$ cat src/rtl/dec_pkg.sv
// Shared types and helpers for the registered N-to-2**N one-hot decoder.
// Latency: n/a (package only).
// Backpressure: n/a (package only).
package dec_pkg;

    // Upper bounds on the select width and output count any instance may use.
    localparam int unsigned DEC_MAX_SEL_W = 8;
    localparam int unsigned DEC_MAX_OUT   = 256;

    // Default hit-counter width, and an all-ones pattern that is sliced
    // down to the instance counter width to form the saturation value.
    localparam int unsigned DEC_CNT_W_DEF = 8;
    localparam logic [31:0] DEC_CNT_ONES  = '1;

    // Output/skid occupancy of the 2-entry stage.
    typedef enum logic [1:0] {
        EMPTY = 2'd0,
        ONE   = 2'd1,
        TWO   = 2'd2
    } state_e;

    // Returns {err, y} at maximum width. y occupies bits [DEC_MAX_OUT-1:0]
    // and err sits in the top bit. Callers slice y down to their NUM_OUT.
    function automatic logic [DEC_MAX_OUT:0] dec_onehot(
        input logic [DEC_MAX_SEL_W-1:0] sel,
        input logic                     en,
        input int unsigned              num_out
    );
        logic [DEC_MAX_OUT:0] r;
        r = '0;
        if (en) begin
            if (32'(sel) < num_out) begin
                r[sel] = 1'b1;
            end else begin
                r[DEC_MAX_OUT] = 1'b1;
            end
        end
        return r;
    endfunction

endpackage

$ cat src/rtl/dec_skid_buf.sv
// Generic 2-entry valid/ready skid stage (output register plus one skid register).
// Latency: 1 cycle from input fire to out_valid when the output register is free.
// Backpressure: in_ready is registered and drops only when both entries are full.
//
// Ports: clk, rst_n (sync, active-low); in_valid/in_ready/in_data upstream;
//        out_valid/out_ready/out_data downstream.
module dec_skid_buf
    import dec_pkg::*;
#(
    parameter int unsigned W = 5
) (
    input  logic         clk,
    input  logic         rst_n,
    input  logic         in_valid,
    output logic         in_ready,
    input  logic [W-1:0] in_data,
    output logic         out_valid,
    input  logic         out_ready,
    output logic [W-1:0] out_data
);

    state_e       state;
    state_e       next_state;
    logic [W-1:0] skid_q;
    logic         in_fire;
    logic         out_fire;

    assign out_valid = (state != EMPTY);
    assign in_fire   = in_valid & in_ready;
    assign out_fire  = out_valid & out_ready;

    always_comb begin
        next_state = state;
        case (state)
            EMPTY: begin
                if (in_fire) next_state = ONE;
            end
            ONE: begin
                if (in_fire && !out_fire) begin
                    next_state = TWO;
                end else if (!in_fire && out_fire) begin
                    next_state = EMPTY;
                end
            end
            TWO: begin
                if (out_fire) next_state = ONE;
            end
            default: next_state = EMPTY;
        endcase
    end

    always_ff @(posedge clk) begin
        if (!rst_n) begin
            state    <= EMPTY;
            in_ready <= 1'b0;
            out_data <= '0;
            skid_q   <= '0;
        end else begin
            state <= next_state;
            // Registered ready: look ahead so a full stage never accepts.
            in_ready <= (next_state != TWO);
            if (state == TWO) begin
                // in_ready is low here, so only the drain path exists.
                if (out_fire) out_data <= skid_q;
            end else if (in_fire) begin
                // A new beat goes straight to the output register if it is
                // empty or being consumed this cycle; otherwise it parks.
                if (state == EMPTY || out_fire) begin
                    out_data <= in_data;
                end else begin
                    skid_q <= in_data;
                end
            end
        end
    end

endmodule

$ cat src/rtl/dec_nto2n_reg.sv
// Registered SEL_W-to-NUM_OUT one-hot decoder with enable and out-of-range flag.
// Latency: 1 cycle input fire to out_valid; 1 beat/cycle while out_ready=1.
// Backpressure: 2-entry skid stage, registered in_ready, no beat ever dropped.
//
// Ports: clk, rst_n (sync, active-low); in_valid/in_ready/in_sel/in_en upstream;
//        out_valid/out_ready/out_y/out_err downstream.
// Optional macro DEC_HIT_COUNT_EN adds per-output saturating hit counters with
// cnt_idx/cnt_val read port and cnt_clr clear.
module dec_nto2n_reg
    import dec_pkg::*;
#(
    parameter int unsigned SEL_W   = 2,
    parameter int unsigned NUM_OUT = 4,
    parameter int unsigned CNT_W   = DEC_CNT_W_DEF
) (
    input  logic               clk,
    input  logic               rst_n,
    input  logic               in_valid,
    output logic               in_ready,
    input  logic [SEL_W-1:0]   in_sel,
    input  logic               in_en,
    output logic               out_valid,
    input  logic               out_ready,
    output logic [NUM_OUT-1:0] out_y,
`ifdef DEC_HIT_COUNT_EN
    output logic               out_err,
    input  logic [SEL_W-1:0]   cnt_idx,
    output logic [CNT_W-1:0]   cnt_val,
    input  logic               cnt_clr
`else
    output logic               out_err
`endif
);

    if (SEL_W < 1 || SEL_W > DEC_MAX_SEL_W || NUM_OUT < 2 ||
        NUM_OUT > (2 ** SEL_W) || CNT_W < 1 || CNT_W > 32) begin : g_bad_cfg
        $error("dec_nto2n_reg: illegal SEL_W/NUM_OUT/CNT_W combination");
    end

    localparam logic [CNT_W-1:0] CNT_SAT = DEC_CNT_ONES[CNT_W-1:0];

    logic [DEC_MAX_OUT:0] dec_word;
    logic [NUM_OUT:0]     dec_beat;
    logic [NUM_OUT:0]     out_beat;
    logic                 unused_dec;

    assign dec_word   = dec_onehot(DEC_MAX_SEL_W'(in_sel), in_en, NUM_OUT);
    assign dec_beat   = {dec_word[DEC_MAX_OUT], dec_word[NUM_OUT-1:0]};
    // Bits above NUM_OUT are always zero for a legal configuration.
    assign unused_dec = &{1'b0, dec_word};

    dec_skid_buf #(
        .W (NUM_OUT + 1)
    ) u_skid (
        .clk       (clk),
        .rst_n     (rst_n),
        .in_valid  (in_valid),
        .in_ready  (in_ready),
        .in_data   (dec_beat),
        .out_valid (out_valid),
        .out_ready (out_ready),
        .out_data  (out_beat)
    );

    assign out_err = out_beat[NUM_OUT];
    assign out_y   = out_beat[NUM_OUT-1:0];

`ifdef DEC_HIT_COUNT_EN
    logic [CNT_W-1:0] cnt_q [NUM_OUT];
    logic             out_fire;

    assign out_fire = out_valid & out_ready;

    always_ff @(posedge clk) begin
        if (!rst_n || cnt_clr) begin
            // Clear wins over a same-cycle increment.
            for (int i = 0; i < int'(NUM_OUT); i++) cnt_q[i] <= '0;
        end else if (out_fire) begin
            for (int i = 0; i < int'(NUM_OUT); i++) begin
                if (out_y[i] && cnt_q[i] != CNT_SAT) cnt_q[i] <= cnt_q[i] + 1'b1;
            end
        end
    end

    // Indices at or beyond NUM_OUT match no entry and read as zero.
    always_comb begin
        cnt_val = '0;
        for (int i = 0; i < int'(NUM_OUT); i++) begin
            if (cnt_idx == SEL_W'(i)) cnt_val = cnt_q[i];
        end
    end
`else
    logic [CNT_W-1:0] unused_cnt_sat;
    assign unused_cnt_sat = CNT_SAT;
`endif

endmodule

$ cat config.mk
export PLATFORM = sky130hd
export DESIGN_NAME = dec_nto2n_reg
export DESIGN_NICKNAME = d
export VERILOG_FILES = /design/src/rtl/dec_pkg.sv /design/src/rtl/dec_skid_buf.sv /design/src/rtl/dec_nto2n_reg.sv
export SDC_FILE = /design/constraint.sdc
export NUM_CORES = 1
export LEC_CHECK = 0
export CAP_MARGIN = 20
export CORE_AREA = 4 4 41 43
export CTS_BUF_LIST = sky130_fd_sc_hd__clkbuf_8
export DETAILED_ROUTE_END_ITERATION = 16
export DIE_AREA = 0 0 45 47
export DONT_BUFFER_PORTS = 1
export REMOVE_ABC_BUFFERS = 1
export SYNTH_ARGS = -nofsm -noshare
export SYNTH_HDL_FRONTEND = slang
export SYNTH_HIERARCHICAL = 1
export SYNTH_SLANG_ARGS = --single-unit
$ cat constraint.sdc
create_clock -name clk -period 3.2 [get_ports clk]
set_clock_uncertainty 0.1 [all_clocks]
set_input_delay 0.96 -clock clk [delete_from_list [all_inputs] [get_ports clk]]
set_output_delay 0.96 -clock clk [all_outputs]
set_load 0.1 [all_outputs]
## After elaboration in Yosys (flattened, before gate mapping)

Cells that the tools add are included.

| storage, ports and cells | value |
|---|---|
| flip-flop bits (word level) | 13 |
| word-level logic and storage cells | 38 |
| output and inout bits | 7 |
| bits of input ports | 7 |

| operators by class | value |
|---|---|
| reduce and logical (&&, ||, !) cells | 12 |
| magnitude comparators | 2 |
| equal/unequal tests | 4 |
| bitwise logic cells | 4 |
| mux-type cells | 12 |

Operators with widths:

| cell | number |
|---|---|
| $mux W5 | 4 |
| $lt A2 B10 Y1 const B | 1 |
| $mux W2 | 4 |
| $pmux W2 S3 | 1 |
| $reduce_and A3 Y1 | 2 |
| $reduce_bool A2 Y1 | 3 |
| $mux W4 | 1 |
| $logic_and A1 B1 Y1 | 3 |
| $and A1 B1 Y1 | 2 |
| $demux W1 S2 | 1 |
| $eq A2 B1 Y1 const B | 1 |
| $eq A2 B2 Y1 const B | 1 |
| $ge A2 B1 Y1 const B | 1 |
| $logic_not A1 Y1 | 2 |
| $logic_not A2 Y1 | 1 |
| $ne A2 B1 Y1 const B | 1 |
| $ne A2 B2 Y1 const B | 1 |
| $not A1 Y1 | 2 |
| $logic_or A1 B1 Y1 | 1 |
| $mux W1 | 1 |

## Longest topological paths before layout

Gate-level depths: netlist of run 1.

| depth | value |
|---|---|
| word-level depth | 8 |
| gate-level depth with buffers | 5 |

## Hierarchy

Netlist of run 1, hierarchy kept.

By module, submodules not included:

| module | area an instance (µm²) | cells each | instances |
|---|---|---|---|
| dec_skid_buf | 588.1 | 56 | 1 |
| dec_nto2n_reg | 41.3 | 5 | 1 |

## Worst setup path after synthesis of run 1

No wires, ideal clock.

| timing | value |
|---|---|
| path kind | register -> output |
| from | reg u_skid.in_ready |
| to | out in_ready |
| buffers on the path | 0 |
| setup slack | 1,142 ps |
| arrival | 998 ps |
| stages on the path, launching flop included | 1 |
| path through | dfxtp_1 |

RTL lines:

| item | line | text |
|---|---|---|
| from (decl) | dec_skid_buf.sv:15 | `output logic in_ready,` |
| from (signal assigned) | dec_skid_buf.sv:61 | `in_ready <= (next_state != TWO);` |
| to (decl) | dec_nto2n_reg.sv:19 | `output logic in_ready,` |

No word-level cell between the ends.

## Worst setup path in the final report of run 1

| timing | value |
|---|---|
| from | reg u_skid.state[1] |
| to | out out_valid |

| between the ends | value |
|---|---|
| longest elaborated chain between the ends | 1 |

Ends and longest elaborated chain:

| item | line | text |
|---|---|---|
| from (decl) | dec_skid_buf.sv:22 | `state_e state;` |
| from (signal assigned) | dec_skid_buf.sv:59 | `state <= next_state;` |
| $reduce_bool A2 Y1 | dec_skid_buf.sv:28 | `assign out_valid = (state != EMPTY);` |
| to (decl) | dec_nto2n_reg.sv:22 | `output logic out_valid,` |

No other way between the ends.

==> flow_summary.yaml, run 1 <==
route:
  drtAntennaViolNets: 0
  vias: 448
  post-route-drc-count: 0
  vias_per_cell: 5.271
  wl_um: 1046
  firstDrtPassIters: 2
  wl_per_cell_um: 12.31
  drtIter0Drc: 6
clock_network:
  cts_resized: 0
  worstSkewPairLatency_ps: 230
  cts_buffers: 3
  hold_buffers: 0
  cts-root-buf: "clkbuf_8"
  clock_path_buffers: 2
  cts.sinks: 13
  cts_setup_buffers: 0
  path_clk_slew_ps: 50
  cts-htree-levels: 1
  cts_tree: "yes"
setup_path:
  cpPeakStageDelay_ps: 380
  worstPathArrival_ps: 980
  crit_path_cell_trace: "or2_4"
  worstReg2RegStart: "u_skid/state[1]$_SDFF_PN0_"
  cp_top_family: "flip-flops"
  startpoint_type: "register"
  cp_slowest_cell: "dfxtp_1"
  path_max_fanout: 5
  critPathBufInv: 0
  crit_start: "u_skid/state[1]$_SDFF_PN0_"
  critical_path_class: "register to output pin"
  crit_path_end_kind: "output pin"
  crit_required_ps: 2140
sta:
  slew_violations: 0
  tns_ps: 0
  rsz0062_at_grt: "false"
  fmax_ghz: 0.4897
  setup_viol: 0
  hold_violations: 0
  fin_ws_ps: 1158
  finalCriticalPeriod_ps: 2042
  post-route-period-util_pct: 63.81
synth:
  synth_xor_xnor_area_share_pct: 0
  seq_area_frac_synth_pct: 41.35
  yosysUniqueCellTypes: 23
  ys_ff_latch: 13
  yosysWarnings: 6
  syn_area_per_cell_um2: 10.32
  synth_adder_area_share_pct: 0
  synth_edf_count: 0
  synth_ff_type: "dfxtp_1"
  synthCells: 61
  yosys.area_share.simple_pct: 25.84
  synth_top_family_by_area: "simple AND/OR/NAND/NOR gates"
  netlist_area_um2: 629.4
  synth_mux_area_share_pct: 15.90
  synth_compound_area_share_pct: 14.91
  ys_async_sr_fraction_pct: 0
die:
  placementRows: 13
  die_x_um: 45
  die-area_um2: 2115
  start_util_pct: 48.37
  core_um2: 1301
  pin_count: 14
  die_h_um: 47
global_route:
  overflow: 0
  grt_pass1_wl_um: 1863
  grt_usage_pct: 12.32
  grt_pass1_vias: 468
  grt_antenna_before_repair: 0
  grt_max_degree: 14
min_path:
  holdCritStartpoint: "u_skid/out_data[4]$_SDFFE_PN0P_"
  hp-class: "register to register"
placed_design:
  portBuffers: 0
  dpl_worst_slack_ps: 1388
  hpwl_um: 786.2
  dp_cells: 81
  globalplace.congestion: 0.7981
power:
  total_power_mw: 0.4048
  p_sw_share_pct: 31.31
  combinationalPowerShare_pct: 23.4
  ir_drop_v: 0.0002794
  p_leak_nw: 0.4023
  p_per_area_nw_per_um2: 552.1
  p_sw_mw: 0.1267
  pwr-share-clk_pct: 33.4
  p_int_mw: 0.2781
  p_seq_share_pct: 43.1
final_layout:
  syn2layout_area_growth_pct: 16.50
  insertedDiodeCount: 0
  stdcell_count: 85
  drive_gt1_share_pct: 21.43
  nNetsFinal: 78
status:
  status: "finished, final reports clean"
flow_run:
  cap_violations: 0
[layout by cell type, fill, tap and decap left out]
cell type,count
dfxtp_1,13
inv_1,1
nand2_1,6
a21oi_1,2
nand3_2,1
o211a_1,5
nand3_1,1
o211ai_4,1
nand2b_1,1
mux2i_1,10
buf_4,6
o21a_1,1
o21ai_0,1
and3b_1,2
conb_1,2
nand4b_1,1
and3_2,1
or2_4,1
nor3b_2,1
nand3b_1,1
and2_1,1
nand2_2,1
clkbuf_8,3
nor2b_1,7
[registers in the layout (all words and copies together), names as in the netlist]
name and flops:
u_skid/state 2, u_skid/out_data 5, u_skid/skid_q 5, u_skid/in_ready 1
[metrics by stage]
| stage | util (%) | cell area, µm² | hold WS [ps] |
|---|---|---|---|
| 2_1_floorplan | - | 624.3 | 384.9 |
| 3_3_place_gp | 52.88 | 688.2 | 387.3 |
| 5_1_grt | 56.35 | 733.2 | 432.2 |
| 3_5_place_dp | 52.88 | 688.2 | 391.2 |
| 6_report | 56.35 | 733.2 | 396.8 |
| 4_1_cts | 56.35 | 733.2 | 403.8 |
[logic make-up after synthesis]
kind of cell / after synthesis
flip-flops: 13
AO/OA/AOI/OAI: 10
AND/OR/NAND/NOR: 25
buffers and inverters: 2
multiplexers: 10
other: 1
[layout make-up]
type	count	area, µm²
clock buffers	3	41.29
clock inverters	1	3.754
fillers	129	568.0
multi-input cells	47	364.1
flip-flops and latches	13	260.3
well taps	15	18.77
repair buffers	6	45.04
[power by group through the flow]
stage                     logic, mW  registers, mW  clock network (mW)
after floorplan              0.0339          0.225                   0
after global placement       0.0956          0.178                   0
after detailed placement     0.0958          0.178                   0
after CTS                    0.0959          0.174               0.142
after global routing          0.100          0.176               0.147
final                        0.0949          0.174               0.135
[path summary, 6_finish.rpt]
kind,to,slack [ps],cells past startpoint
setup reg to reg,u_skid/out_data[1]$_SDFFE_PN0P_,1700,4
setup / recovery,out_valid,1160,1
hold / removal,u_skid/out_data[4]$_SDFFE_PN0P_,400,1
hold reg to reg,u_skid/out_data[4]$_SDFFE_PN0P_,400,1
[metal layers]
metal	up-vias	track usage (%)	part of all wire, %
li1	232	-	-
met1	199	13.66	44
met2	15	19.77	45
met3	2	6.130	9.7
met4	0	5.848	0.86
met5	-	0	0
[cell usage after synthesis (2+ instances only)]
library cell / number / area (µm²)
dfxtp_1: 13 / 260.3
a21oi_1: 2 / 10.01
o211a_1: 5 / 50.05
and3b_1: 2 / 17.52
nand2_1: 6 / 22.52
nor2b_1: 7 / 43.79
mux2i_1: 10 / 100.1
Note: power is estimated with default switching activity, not from simulation.
==> inputs of run 2 (changes only) <==
==> constraint.sdc (replaced) <==
create_clock -name clk -period 1.8 [get_ports clk]
set_clock_uncertainty 0.1 [all_clocks]
set_input_delay 0.54 -clock clk [delete_from_list [all_inputs] [get_ports clk]]
set_output_delay 0.54 -clock clk [all_outputs]
set_load 0.1 [all_outputs]
==> flow_summary.yaml, run 2 (synthesized netlist as in run 1, its figures left out) <==
die:
  core_um2: 1301
  start_util_pct: 48.37
  pin_count: 14
  die_h_um: 47
  placementRows: 13
  die_x_um: 45
  die-area_um2: 2115
sta:
  fin_ws_ps: 179.2
  setup_viol: 0
  hold_violations: 0
  finalCriticalPeriod_ps: 1621
  post-route-period-util_pct: 90.05
  rsz0062_at_grt: "false"
  fmax_ghz: 0.6170
  slew_violations: 0
power:
  p_seq_share_pct: 42.5
  p_per_area_nw_per_um2: 997.7
  pwr-share-clk_pct: 34.4
  p_int_mw: 0.4949
  combinationalPowerShare_pct: 23.1
  ir_drop_v: 0.0004426
  p_sw_mw: 0.2366
  p_sw_share_pct: 32.34
  p_leak_nw: 0.4023
setup_path:
  critical_path_class: "register to output pin"
  cp_top_family: "flip-flops"
  crit_path_end_kind: "output pin"
  worstPathArrival_ps: 980
  rr_worst_depth: 4
  crit_path_cell_trace: "or2_4"
  crit_required_ps: 1160
  critPathBufInv: 0
  crit_start: "u_skid/state[1]$_SDFF_PN0_"
  r2r-end: "u_skid/out_data[2]$_SDFFE_PN0P_"
  r2r_slack_ps: 290
  cp_slowest_cell: "dfxtp_1"
  cpPeakStageDelay_ps: 380
  setup.worst_path.end: "out_valid"
  cp.depth: 1
  startpoint_type: "register"
  path_max_fanout: 5
  worstReg2RegStart: "u_skid/state[1]$_SDFF_PN0_"
global_route:
  overflow: 0
  top_usage_layer: "met2"
  grt_antenna_before_repair: 0
  grt_pass1_vias: 450
  grt_use_met1_pct: 14.52
  grt_usage_pct: 12.94
  met2_usage_pct: 18.64
  grtUsageMet3_pct: 6.130
  grt_pass1_wl_um: 1856
  grt_max_degree: 14
route:
  vias_per_cell: 5.365
  wl_um: 1109
  drtAntennaViolNets: 0
  firstDrtPassIters: 2
  drtIter0Drc: 2
  wl_per_cell_um: 13.05
  post-route-drc-count: 0
  vias: 456
placed_design:
  dp_cells: 81
  globalplace.congestion: 0.7744
  portBuffers: 0
  hpwl_um: 803.9
  dpl_worst_slack_ps: 315.1
clock_network:
  path_clk_slew_ps: 50
  clock_path_buffers: 2
  cts-htree-levels: 1
  cts_resized: 0
  cts.sinks: 13
  cts_setup_buffers: 0
  hold_buffers: 0
  cts-root-buf: "clkbuf_8"
  cts_buffers: 3
  worstSkewPairLatency_ps: 240
  cts_tree: "yes"
final_layout:
  nNetsFinal: 78
  syn2layout_area_growth_pct: 16.50
  reg_top3: "u_skid/out_data: 5 flops, u_skid/skid_q: 5 flops, u_skid/state: 2 flops"
  num-fill-cells: 125
  drive_gt1_share_pct: 21.43
  insertedDiodeCount: 0
  mostFrequentLayoutCell: "dfxtp_1"
  postLayoutCoreUtil_pct: 56.35
  stdcell_count: 85
  final_cell_mix: "13 x dfxtp_1, 10 x mux2i_1, 7 x nor2b_1"
min_path:
  hp-class: "input pin to register"
status:
  status: "finished, final reports clean"
flow_run:
  cap_violations: 0
run 2: how the worst min path moves through the flow:
| stage | startpoint | end | slack [ps] | cells past startpoint |
|---|---|---|---|---|
| finish | rst_n | u_skid/state[0]$_SDFF_PN0_ | 320 | 1 |
| global route | rst_n | u_skid/out_data[1]$_SDFFE_PN0P_ | 320 | 1 |
| CTS | rst_n | u_skid/state[0]$_SDFF_PN0_ | 320 | 1 |
| detailed placement | u_skid/out_data[1]$_SDFFE_PN0P_ | u_skid/out_data[1]$_SDFFE_PN0P_ | 390 | 1 |
| global placement | u_skid/out_data[1]$_SDFFE_PN0P_ | u_skid/out_data[1]$_SDFFE_PN0P_ | 380 | 1 |
| floorplan | u_skid/skid_q[3]$_SDFFE_PN0P_ | u_skid/skid_q[3]$_SDFFE_PN0P_ | 380 | 2 |
run 2: cell type report:
cell class / count / area, µm² / share of cell area (%)
clock buffer: 3 / 41.29 / 5.631
clock inverter: 1 / 3.754 / 0.5119
multi-input combinational: 47 / 364.1 / 49.66
sequential: 13 / 260.3 / 35.49
tap: 15 / 18.77 / 2.560
timing repair buffer: 6 / 45.04 / 6.143
run 2: metal layers:
layer	routed length [µm]	vias up	share of wire, %
met5	0	-	0
met4	9	0	0.81
met3	101	2	9.1
met2	495	12	45
met1	503	211	45
li1	-	231	-
run 2: per-stage QoR:
stage                     power [mW]  TNS, ps  hold WS, ps  area (µm²)
after floorplan               0.4600   -517.2        384.9       624.3
after global placement        0.4856        0        384.0       688.2
after detailed placement      0.4861        0        388.1       688.2
after CTS                     0.7398        0        316.3       733.2
after global routing          0.7582        0        322.8       733.2
final                         0.7315        0        320.2       733.2
run 2: power by group through the flow:
stage | Sequential, mW | Combinational (mW) | Clock [mW]
floorplan | 0.400 | 0.0603 | 0
global placement | 0.317 | 0.169 | 0
detailed placement | 0.317 | 0.169 | 0
CTS | 0.311 | 0.169 | 0.260
global route | 0.313 | 0.176 | 0.270
finish | 0.311 | 0.169 | 0.252
==> inputs of run 3 (changes only) <==
--- a/config.mk
+++ b/config.mk
@@ -6,10 +6,10 @@
 export NUM_CORES = 1
 export LEC_CHECK = 0
 export CAP_MARGIN = 20
-export CORE_AREA = 4 4 41 43
+export CORE_AREA = 2 2 39 41
 export CTS_BUF_LIST = sky130_fd_sc_hd__clkbuf_8
 export DETAILED_ROUTE_END_ITERATION = 16
-export DIE_AREA = 0 0 45 47
+export DIE_AREA = 0 0 41 43
 export DONT_BUFFER_PORTS = 1
 export REMOVE_ABC_BUFFERS = 1
 export SYNTH_ARGS = -nofsm -noshare
==> flow_summary.yaml, run 3 (synthesized netlist as in run 1, its figures left out) <==
setup_path:
  worstPathArrival_ps: 980
  crit_path_cell_trace: "buf_4"
  crit_path_end_kind: "output pin"
  r2r_slack_ps: 300
  cp_top_family: "flip-flops"
  cpPeakStageDelay_ps: 410
  worstReg2RegStart: "u_skid/state[1]$_SDFF_PN0_"
  r2r-end: "u_skid/out_data[2]$_SDFFE_PN0P_"
  critPathBufInv: 1
  critical_path_class: "register to output pin"
  cp_slowest_cell: "dfxtp_1"
  path_max_fanout: 5
  crit_required_ps: 1160
  startpoint_type: "register"
  rr_worst_depth: 4
clock_network:
  worstSkewPairLatency_ps: 240
  cts.sinks: 13
  cts_buffers: 3
  clock_path_buffers: 2
  cts-root-buf: "clkbuf_8"
  hold_buffers: 0
  path_clk_slew_ps: 50
  cts_resized: 0
  cts-htree-levels: 1
  cts_setup_buffers: 0
  cts_tree: "yes"
die:
  die_h_um: 43
  pin_count: 14
  die_x_um: 41
  die-area_um2: 1763
  placementRows: 14
  start_util_pct: 45.48
  core_um2: 1384
sta:
  post-route-period-util_pct: 89.95
  hold_ws_ps: 314.6
  setup_viol: 0
  finalCriticalPeriod_ps: 1619
  hold_violations: 0
  slew_violations: 0
  rsz0062_at_grt: "false"
  fmax_ghz: 0.6177
route:
  vias: 450
  vias_per_cell: 5.233
  drtAntennaViolNets: 0
  wl_um: 1074
  drtIter0Drc: 12
  firstDrtPassIters: 4
  post-route-drc-count: 0
  wl_per_cell_um: 12.49
final_layout:
  insertedDiodeCount: 0
  ff_latch_area_um2: 260.3
  postLayoutCoreUtil_pct: 53.07
  multi_input_comb_area_um2: 364.1
  mostFrequentLayoutCell: "dfxtp_1"
  nNetsFinal: 78
  final_cell_mix: "13 x dfxtp_1, 10 x mux2i_1, 7 x nor2b_1"
  reg_top3: "u_skid/out_data: 5 flops, u_skid/skid_q: 5 flops, u_skid/state: 2 flops"
  num-fill-cells: 131
  drive_gt1_share_pct: 21.43
  syn2layout_area_growth_pct: 16.70
flow_run:
  cap_violations: 0
min_path:
  holdCritStartpoint: "rst_n"
  whs_endpoint: "u_skid/state[0]$_SDFF_PN0_"
  whs_path_depth: 1
  hp-class: "input pin to register"
power:
  p_leak_nw: 0.4023
  p_per_area_nw_per_um2: 996.6
  ir_drop_v: 0.0006968
global_route:
  grt_max_degree: 14
  grt_antenna_before_repair: 0
  grt_usage_pct: 15.08
  grt_pass1_wl_um: 1738
  grt_pass1_vias: 456
  overflow: 0
status:
  status: "finished, final reports clean"
placed_design:
  portBuffers: 0
  globalplace.congestion: 0.6737
[run 3: cell counts in the layout (fill, tap and decap cells not counted)]
Identical to the previous run, type by type.
[run 3: report_power, final]
group	total (mW)	internal [mW]	switching (mW)
registers	0.310	0.302	0.00762
clock network	0.253	0.151	0.103
logic	0.169	0.0423	0.127
total	0.732	0.495	0.237
[run 3: stage by stage]
stage | setup TNS [ps] | cells | setup slack [ps] | cell area [µm²] | total power [mW]
floorplan | -517.2 | 60 | -103.5 | 624.3 | 0.4600
global placement | 0 | 82 | 317.3 | 689.4 | 0.4854
detailed placement | 0 | 82 | 310.4 | 689.4 | 0.4857
CTS | 0 | 86 | 171.0 | 734.5 | 0.7423
global route | 0 | 86 | 146.7 | 734.5 | 0.7566
finish | 0 | 86 | 181.0 | 734.5 | 0.7320
[run 3: routing by layer]
layer	vias up	global-route usage, %	routed length [µm]	share of wire, %
met5	-	0	0	0
met4	0	10.00	12	1.1
met3	2	5.236	72	6.7
met2	16	23.75	528	49
met1	202	15.84	461	43
li1	230	-	-	-
[run 3: worst max-delay path by stage]
stage                                     startpoint                              end  slack, ps  cells after the start
after floorplan           u_skid/in_ready$_SDFF_PN0_  u_skid/out_data[0]$_SDFFE_PN0P_       -100                      4
after CTS                 u_skid/state[1]$_SDFF_PN0_                        out_valid        170                      1
after global placement    u_skid/state[1]$_SDFF_PN0_  u_skid/out_data[2]$_SDFFE_PN0P_        320                      4
after global routing      u_skid/in_ready$_SDFF_PN0_                         in_ready        150                      1
final                     u_skid/in_ready$_SDFF_PN0_                         in_ready        180                      1
after detailed placement  u_skid/state[1]$_SDFF_PN0_  u_skid/out_data[2]$_SDFFE_PN0P_        310                      4
[run 3: final cells by class]
cell class / instances / area share, %
clock buffers: 3 / 5.622
clock inverters: 1 / 0.5111
multi-input cells: 47 / 49.57
flip-flops and latches: 13 / 35.43
well taps: 16 / 2.726
repair buffers: 6 / 6.133
